--- config.mk ---
export PLATFORM = sky130hd
export DESIGN_NAME = midi_note_tracker
export DESIGN_NICKNAME = d
export VERILOG_FILES = /design/src/rtl/midi_note_tracker_pkg.sv /design/src/rtl/midi_note_tracker_note_stack.sv /design/src/rtl/midi_note_tracker.sv
export SDC_FILE = /design/constraint.sdc
export NUM_CORES = 1
export LEC_CHECK = 0
export CAP_MARGIN = 15
export CELL_PAD_IN_SITES_DETAIL_PLACEMENT = 1
export CELL_PAD_IN_SITES_GLOBAL_PLACEMENT = 1
export CORE_ASPECT_RATIO = 1.2
export CORE_MARGIN = 2
export CORE_UTILIZATION = 46
export DETAILED_ROUTE_END_ITERATION = 8
export GPL_ROUTABILITY_DRIVEN = 0
export PLACE_DENSITY_LB_ADDON = 0.1
export SLEW_MARGIN = 20
export SYNTH_ARGS = -nofsm -noshare
export SYNTH_HDL_FRONTEND = slang
export SYNTH_HIERARCHICAL = 1
export SYNTH_SLANG_ARGS = --single-unit
--- constraint.sdc ---
create_clock -name CLK -period 3.6 [get_ports CLK]
set_input_delay 0.72 -clock CLK [delete_from_list [all_inputs] [get_ports CLK]]
set_output_delay 0.72 -clock CLK [all_outputs]
set_load 0.01 [all_outputs]
--- src/rtl/midi_note_tracker_pkg.sv ---
// midi_note_tracker_pkg: MIDI status constants and tracker FSM encoding
package midi_note_tracker_pkg;
  localparam logic [3:0] ST_NOTE_OFF = 4'h8;
  localparam logic [3:0] ST_NOTE_ON = 4'h9;
  localparam logic [3:0] ST_CTRL = 4'hB;
  localparam logic [6:0] CC_ALL_NOTES_OFF = 7'd123;
  typedef enum logic [2:0] {
    S_IDLE,
    S_DECODE,
    S_SEARCH,
    S_SHIFT,
    S_PUSH,
    S_UPDATE
  } state_e;
endpackage

--- src/rtl/midi_note_tracker_note_stack.sv ---
// midi_note_tracker_note_stack: last-note-priority storage; e[count-1] is the newest entry
module midi_note_tracker_note_stack #(
  parameter int DEPTH = 8,
  localparam int CW = $clog2(DEPTH + 1),
  localparam int IW = $clog2(DEPTH)
) (
  input  logic          clk,
  input  logic          rst,
  input  logic          clr_i,
  input  logic          shift_i,
  input  logic          dec_i,
  input  logic          push_i,
  input  logic [IW-1:0] idx_i,
  input  logic [6:0]    note_i,
  output logic [CW-1:0] count_o,
  output logic [6:0]    rd_o,
  output logic [6:0]    top_o
);
  logic [6:0] e_q [DEPTH];
  logic [CW-1:0] count_q, count_d;
  always_comb count_d = clr_i ? '0 : push_i ? count_q + 1'b1 : dec_i ? count_q - 1'b1 : count_q;
  always_ff @(posedge clk) begin
    if (rst) count_q <= '0;
    else count_q <= count_d;
  end
  // Entries are never reset; only indices below count are ever read meaningfully.
  always_ff @(posedge clk) begin
    if (push_i) e_q[IW'(count_q)] <= note_i;
    else if (shift_i) e_q[idx_i] <= e_q[IW'(idx_i + 1'b1)];
  end
  assign count_o = count_q;
  assign rd_o = e_q[idx_i];
  assign top_o = e_q[IW'(count_q - 1'b1)];
endmodule

--- src/rtl/midi_note_tracker.sv ---
// midi_note_tracker: monophonic last-note-priority MIDI note tracker driving NOTE/VELOCITY/GATE
module midi_note_tracker
  import midi_note_tracker_pkg::*;
#(
  parameter int CHANNEL = 0,
  parameter int OMNI = 0,
  parameter int DEPTH = 8
) (
  input  logic        CLK,
  input  logic        RST,
  input  logic [23:0] MIDI_MSG,
  input  logic        MIDI_MSG_RDY,
  output logic [6:0]  NOTE,
  output logic [6:0]  VELOCITY,
  output logic        GATE,
  output logic        NOTE_CHG,
  output logic        BUSY
);
  localparam int CW = $clog2(DEPTH + 1);
  localparam int IW = $clog2(DEPTH);
  state_e state_q, state_d;
  logic [IW-1:0] idx_q, idx_d;
  logic on_q, on_d;
  logic [7:0] stat_q;
  logic [6:0] key_q, val_q, note_q, vel_q;
  logic gate_q, chg_q;
  logic clr, shift, dec, push;
  logic [CW-1:0] count;
  logic [6:0] rd, top;
  logic ch_ok, is_on, is_off, is_all;
  logic unused_bits;
  assign unused_bits = ^{MIDI_MSG[15], MIDI_MSG[7]};
  midi_note_tracker_note_stack #(.DEPTH(DEPTH)) u_stack (
    .clk    (CLK),
    .rst    (RST),
    .clr_i  (clr),
    .shift_i(shift),
    .dec_i  (dec),
    .push_i (push),
    .idx_i  (idx_q),
    .note_i (key_q),
    .count_o(count),
    .rd_o   (rd),
    .top_o  (top)
  );
  always_comb begin
    ch_ok = (OMNI != 0) || (stat_q[3:0] == 4'(CHANNEL));
    is_on = (stat_q[7:4] == ST_NOTE_ON) && (val_q != '0);
    is_off = (stat_q[7:4] == ST_NOTE_OFF) || ((stat_q[7:4] == ST_NOTE_ON) && (val_q == '0));
    is_all = (stat_q[7:4] == ST_CTRL) && (key_q == CC_ALL_NOTES_OFF);
  end
  always_comb begin
    state_d = state_q;
    idx_d = idx_q;
    on_d = on_q;
    clr = 1'b0;
    shift = 1'b0;
    dec = 1'b0;
    push = 1'b0;
    case (state_q)
      S_IDLE: state_d = MIDI_MSG_RDY ? S_DECODE : S_IDLE;
      S_DECODE: begin
        on_d = is_on;
        idx_d = '0;
        clr = ch_ok && is_all;
        state_d = !ch_ok ? S_IDLE : (is_on || is_off) ? S_SEARCH : is_all ? S_UPDATE : S_IDLE;
      end
      S_SEARCH: begin
        if (count != '0 && rd == key_q) state_d = S_SHIFT;
        else if (count == '0 || CW'(idx_q) == count - 1'b1) state_d = on_q ? S_PUSH : S_UPDATE;
        else idx_d = idx_q + 1'b1;
      end
      // Close the gap at idx one entry per cycle, then drop the stale top.
      S_SHIFT: begin
        if (CW'(idx_q) + 1'b1 < count) begin
          shift = 1'b1;
          idx_d = idx_q + 1'b1;
        end else begin
          dec = 1'b1;
          state_d = on_q ? S_PUSH : S_UPDATE;
        end
      end
      S_PUSH: begin
        if (count == CW'(DEPTH)) begin
          idx_d = '0;
          state_d = S_SHIFT;
        end else begin
          push = 1'b1;
          state_d = S_UPDATE;
        end
      end
      S_UPDATE: state_d = S_IDLE;
      default: state_d = S_IDLE;
    endcase
  end
  always_ff @(posedge CLK) begin
    if (RST) begin
      state_q <= S_IDLE;
      idx_q <= '0;
      on_q <= 1'b0;
      stat_q <= '0;
      key_q <= '0;
      val_q <= '0;
      note_q <= '0;
      vel_q <= '0;
      gate_q <= 1'b0;
      chg_q <= 1'b0;
    end else begin
      state_q <= state_d;
      idx_q <= idx_d;
      on_q <= on_d;
      chg_q <= 1'b0;
      if (state_q == S_IDLE && MIDI_MSG_RDY) begin
        stat_q <= MIDI_MSG[23:16];
        key_q <= MIDI_MSG[14:8];
        val_q <= MIDI_MSG[6:0];
      end
      if (state_q == S_UPDATE) begin
        gate_q <= count != '0;
        if (count != '0) note_q <= top;
        if (on_q) vel_q <= val_q;
        chg_q <= on_q || (gate_q && (count == '0 || top != note_q));
      end
    end
  end
  assign NOTE = note_q;
  assign VELOCITY = vel_q;
  assign GATE = gate_q;
  assign NOTE_CHG = chg_q;
  assign BUSY = state_q != S_IDLE;
endmodule

After elaboration in Yosys (flattened, before gate mapping) --
Memory sizes are Yosys's and may differ from the RTL's. A register that Yosys moved wholly into a read port is not among the register bits. Index checks and enable logic that the tools add are counted.
Storage, ports and cells: flip-flop bits (word level) 49, memory bits (writable) 56, input port bits 27, output and inout bits 17, memories 1
Cells by class: $add $sub $neg 4, order comparisons 1, eq/ne operators 19, muxes and demuxes 34, bitwise gates (word level) 1, reduce and logical (&&, ||, !) cells 28
Memory list:
- u_stack.e_q | words 8, bits a word 7, read ports 3, clocked after Yosys merged registers in 1, wr ports 1, RTL line midi_note_tracker_note_stack.sv:19 | logic [6:0] e_q [DEPTH];
Operators by type and width (count):
- two-way mux 3 bit | 14
- == test 4 bit (second input constant) | 4
- two-way mux 1 bit | 15
- case mux 3 bit (5 select lines) | 1
- case mux 3 bit (4 select lines) | 1
- inequality test 2 bit (second input constant) | 5
- logical NOT 4 bit | 2
- two-way mux 4 bit | 2
- nonzero test 4 bit | 2
- == test 7 bit | 1
- == test 7 bit (second input constant) | 1
- logical AND 1 bit | 7
- logical NOT 7 bit | 1
- two-way mux 7 bit | 1
- inequality test 7 bit | 1
- nonzero test 7 bit | 1
- OR reduction 7 bit | 1
- == test 3 x 2 -> 1 bit (second input constant) | 2
- == test 3 bit (second input constant) | 2
- AND reduction 2 bit | 3
- logical OR 1 bit | 5
- AND reduction 5 bit | 1
- adder 3 x 1 -> 4 bit (second input constant) | 1
- adder 4 x 1 -> 4 bit (second input constant) | 1
- 11 further kinds | 12

Logic depth before layout (Yosys ltp) --
word-level depth 9, gate-level depth with buffers 13

Modules after synthesis --
The synthesis kept the hierarchy.
By module, submodules not included:
- midi_note_tracker_note_stack | times used 1, cells an instance 222, area each 3533.4 µm², sequential area each 1761.7 µm²
- midi_note_tracker | times used 1, cells an instance 268, area each 2240.9 µm², sequential area each 900.9 µm²

Worst setup path after synthesis --
No wires, ideal clock.
path kind register -> register, start reg idx_q[0], end mem u_stack.e_q[0][0], enable pin, data arrival time 2.600 ns, data required time 3.240 ns, path slack 0.640 ns, stages on the path, launching flop included 11, buffers on the path 1, period minus slack after synthesis 2.960 ns, cell sequence dfxtp_1 > ha_1 > xor2_1 > ha_1 > o21ai_0 > a21oi_1 > nor4_1 > nand2b_1 > clkbuf_1 > mux2_2 > nor2_1
Between the ends: word-level cells in the longest chain between the ends 9, elaborated cells on any way between the ends 10
RTL lines:
- from (decl) | RTL line midi_note_tracker.sv:22 | logic [IW-1:0] idx_q, idx_d;
- from (signal assigned) | RTL line midi_note_tracker.sv:110 | idx_q <= idx_d;
- adder 3 x 1 -> 4 bit (*) | RTL line midi_note_tracker.sv:75 | if (CW'(idx_q) + 1'b1 < count) begin
- < comparator 4 bit (*) | RTL line midi_note_tracker.sv:75
- two-way mux 1 bit (*) | RTL line midi_note_tracker.sv:75
- two-way mux 1 bit (*) | RTL line midi_note_tracker.sv:60 | case (state_q)
- named net shift | RTL line midi_note_tracker.sv:27 | logic clr, shift, dec, push;
- two-way mux 1 bit (*) | RTL line midi_note_tracker_note_stack.sv:29 | else if (shift_i) e_q[idx_i] <= e_q[IW'(idx_i + 1'b1)];
- two-way mux 1 bit (*) | RTL line midi_note_tracker_note_stack.sv:28 | if (push_i) e_q[IW'(count_q)] <= note_i;
- two-way mux 1 bit (not written as such) (*) | RTL line midi_note_tracker_note_stack.sv:29
- OR reduction 7 bit (no source line)
- two-way mux 3 bit (no source line) or two-way mux 1 bit (tied branches)
- to (decl) | RTL line midi_note_tracker_note_stack.sv:19
The timed path passes the listed nets; every way through them passes the cells marked *.

Worst setup path after layout --
start reg idx_q[0], end reg idx_q[0]
Between the ends: word-level cells in the longest chain between the ends 4, elaborated cells on any way between the ends 12
RTL lines (RTL line):
- adder 3 x 1 -> 4 bit, or another cell as far along | midi_note_tracker.sv:75
- < comparator 4 bit, or another cell as far along | midi_note_tracker.sv:75
- inequality test 2 bit (no source line) or two-way mux 3 bit (tied branches)
- AND reduction 5 bit (no source line) or case mux 3 bit (4 select lines) (tied branches)
Parallel ways exist; a longest one is shown, timed or not. The select of a mux whose other input is x is not followed. A chain may end at the register's enable or synchronous reset.

==> summary.md <==
| Metric | Value |
|---|---|
| Status | `complete, no violations` |
| Initial antenna violation count | `0` |
| Post-DP Area | `0.00640 mm²` |
| Fmax | `327 MHz` |
| CP delay by family, top | `multiplexers` |
| Final Cycle Share | `85.0%` |
| Commonest non-fill, non-tap cells in the layout | `nand2_1, edfxtp_1, dfxtp_1` |
| P per Cell Area | `359 mW/mm²` |
| Synth unique cells | `57` |
| DRT Pass-1 Iters | `4` |
| GRT Total Usage | `23.8%` |
| Total Power | `2.40 mW` |
| Clock root buffer | `clkbuf_16` |
| Seq/Total Area, Yosys | `46.1%` |
| Total of max-cap violations | `0` |
| Critical path buffers and inverters | `1` |
| Skew-Pair Late Insertion Delay | `360 ps` |
| Post-synth top flop | `edfxtp_1` |
| Post-Synth Simple-Gate Area | `12.1%` |
| Antenna cells | `0` |
| CP Cell Sequence | `buf_4 > mux4_2 > mux2_2 > xor2_1 > nor4_1 > and3_2 > nor3_2 > mux2_2` |
| Avg WL per Cell | `21.5 µm` |
| Area Growth Syn to Fin | `16.0%` |
| Largest family of logic cells by synthesized area | `multiplexers` |
| Crit Path Class | `reg -> reg` |
| Fin Setup TNS | `0 ps` |
| Worst-Margin Slew | `838 ps` |
| Endpoint class of the critical path | `flip-flop` |
| CP most frequent cell | `mux2_2` |
| Std-Cell Rows | `44` |
| Synth Area in Adders | `2.17%` |
| Max incr delay on CP | `600 ps` |
| Syn_nets | `527` |
| RSZ-0062 raised after global routing | `no` |
| Core region area | `0.0122 mm²` |
| CTS sink count | `105` |
| Final core occ | `55.0%` |
| Mapped Area | `0.00577 mm²` |
| DIE AREA | `0.0135 mm²` |
| Nets | `575` |
| Post-synthesis mux area share | `23.4%` |
| Finished layout cell area | `0.00670 mm²` |
| DIE WIDTH | `106 µm` |
| Period minus WS final | `3060 ps` |
| Post-CTS Setup Inserts | `0` |
| Clk_skew | `13.6 ps` |
| Area share of xor/xnor cells in the synthesized design | `3.92%` |
| Clock Pin Slew Worst Setup and Hold Paths | `80 ps` |
| CTS tree | `yes` |
| DP HPWL | `10700 µm` |
| Crit path required time | `3840 ps` |
| Commonest non-fill, non-tap cell in the layout | `nand2_1` |
| Via count of the routed design | `4148` |
| DRT Wirelength | `15200 µm` |
| Starting Density | `47.5%` |
| Max transition margin | `43.6%` |
| Critical path's slowest cell | `nor4_1` |
| Share of layout cells above drive strength 1 | `20.4%` |
| Slew Limit Fails | `0` |
| Worst EP arrival | `3300 ps` |
| H-tree depth | `3` |
| Max VDD drop | `0.312 mV` |
| #FFs+latches synth | `105` |
| Largest net degree at the start of global routing | `28` |
| Port bufs | `41` |
| Final Setup Violations | `0` |
| Via density | `5.89` |
| Mapped Cells | `490` |
| Die height | `127 µm` |
| Global route overflow | `0` |
| Crit path max fanout | `16` |
| EDFF count, synth | `56` |
| Final hold slack | `458 ps` |
| Ys async rst share | `0%` |
| Hold Path Class | `reg -> reg` |
| Number of top-level pins | `44` |
| Leak Pwr | `2.43 nW` |
| Startpoint types | `flip-flop` |
| Initial drt markers | `162` |
| Number of routed nets with antenna violations | `0` |
| Hold_buf cts | `0` |
| Final hold vios | `0` |
| Ys Warns | `6` |
| Post-CTS resize count | `0` |
| Post-synthesis area per instance | `11.8 µm²` |
| Synth Area in Compound Gates | `8.84%` |
| DRC viols | `0` |
| Number of global-route vias before repair | `4315` |
| Max clock buf depth | `2` |
| Num CTS Buffers | `9` |
| First-pass GRT wire length | `24000 µm` |
-- tightest hold or removal path: cells and delay by family, from the launching register on --
| kind | cells | cell delay [ps] |
|---|---|---|
| AND/OR/NAND/NOR | 1 | 50 |
| flip-flops | 1 | 310 |
| AO/OA/AOI/OAI | 1 | 50 |
-- sequential cells by signal, summed over array words and instances (netlist names) --
| signal | count |
|---|---|
| idx_q | 3 |
| GATE | 1 |
| key_q | 7 |
| NOTE_CHG | 1 |
| VELOCITY | 7 |
| u_stack/e_q | 56 |
| state_q | 3 |
| NOTE | 7 |
| u_stack/count_o | 4 |
| stat_q | 8 |
| val_q | 7 |
| on_q | 1 |
-- layer usage --
layer  global-route usage, %  part of all wire [%]  up-vias
met5                       0                     0        -
met4                    9.44                   2.7        0
met3                    4.21                   3.4       28
met2                    42.7                    52       81
met1                    28.1                    41     2085
li1                        -                     -     1954
-- path summary, 6_finish.rpt --
path | endpoint | slack [ps] | from | depth (start not counted)
worst max-delay path | idx_q[0] | 540 | idx_q[0] | 8
worst min-delay path | stat_q[2] | 460 | stat_q[2] | 2
worst max register to register | idx_q[0] | 540 | idx_q[0] | 8
worst min register to register | stat_q[2] | 460 | stat_q[2] | 2
-- logic make-up after synthesis --
| kind of cell | Yosys count |
|---|---|
| DFF | 105 |
| muxes | 89 |
| and+or+nand+nor | 146 |
| buffers and inverters | 39 |
| adders and majority gates | 10 |
| AOI/OAI and AO/OA | 79 |
| xor gates and xnor gates | 22 |
-- stage by stage --
step	std cells	worst slack [ps]
finish	704	539
global route	704	224
CTS	704	536
detailed placement	688	558
global placement	688	592
floorplan	490	640
-- power breakdown --
| group | leakage, nW | internal, mW | switching (mW) |
|---|---|---|---|
| clock | 0.152 | 0.517 | 0.460 |
| sequential | 0.915 | 1.28 | 0.0183 |
| combinational | 1.36 | 0.0599 | 0.0728 |
-- final cells by class --
cell class / instances / area (µm²)
repair buffers: 64 / 578
multi-input cells: 346 / 2910
flip-flops and latches: 105 / 2660
fillers: 1250 / 5470
inverters: 12 / 45.0
clock inverters: 7 / 75.1
clock buffers: 9 / 225
well taps: 161 / 201
-- synth_stat cells (4+ instances only) --
library cell	instances	share of area, %
nand2_1	58	3.8
edfxtp_1	56	29
dfxtp_1	49	17
mux2_2	39	7.6
nor2_1	33	2.1
a21oi_1	30	2.6
mux4_2	19	7.4
mux2i_1	17	2.9
xor2_1	17	2.6
o22ai_1	14	1.5
clkbuf_1	13	0.85
inv_1	12	0.78
nor3_1	12	1.0
ha_1	10	2.2
mux4_1	9	4.1
o31ai_1	9	1.2
nor3b_1	6	0.78
buf_2	5	0.43
mux2_4	5	1.3
nand2b_1	5	0.54
nor2b_1	5	0.54
nor4_1	5	0.54
nand3_1	4	0.35
nand4_1	4	0.43
o21ai_0	4	0.35
(Power assumes the default switching activity.)
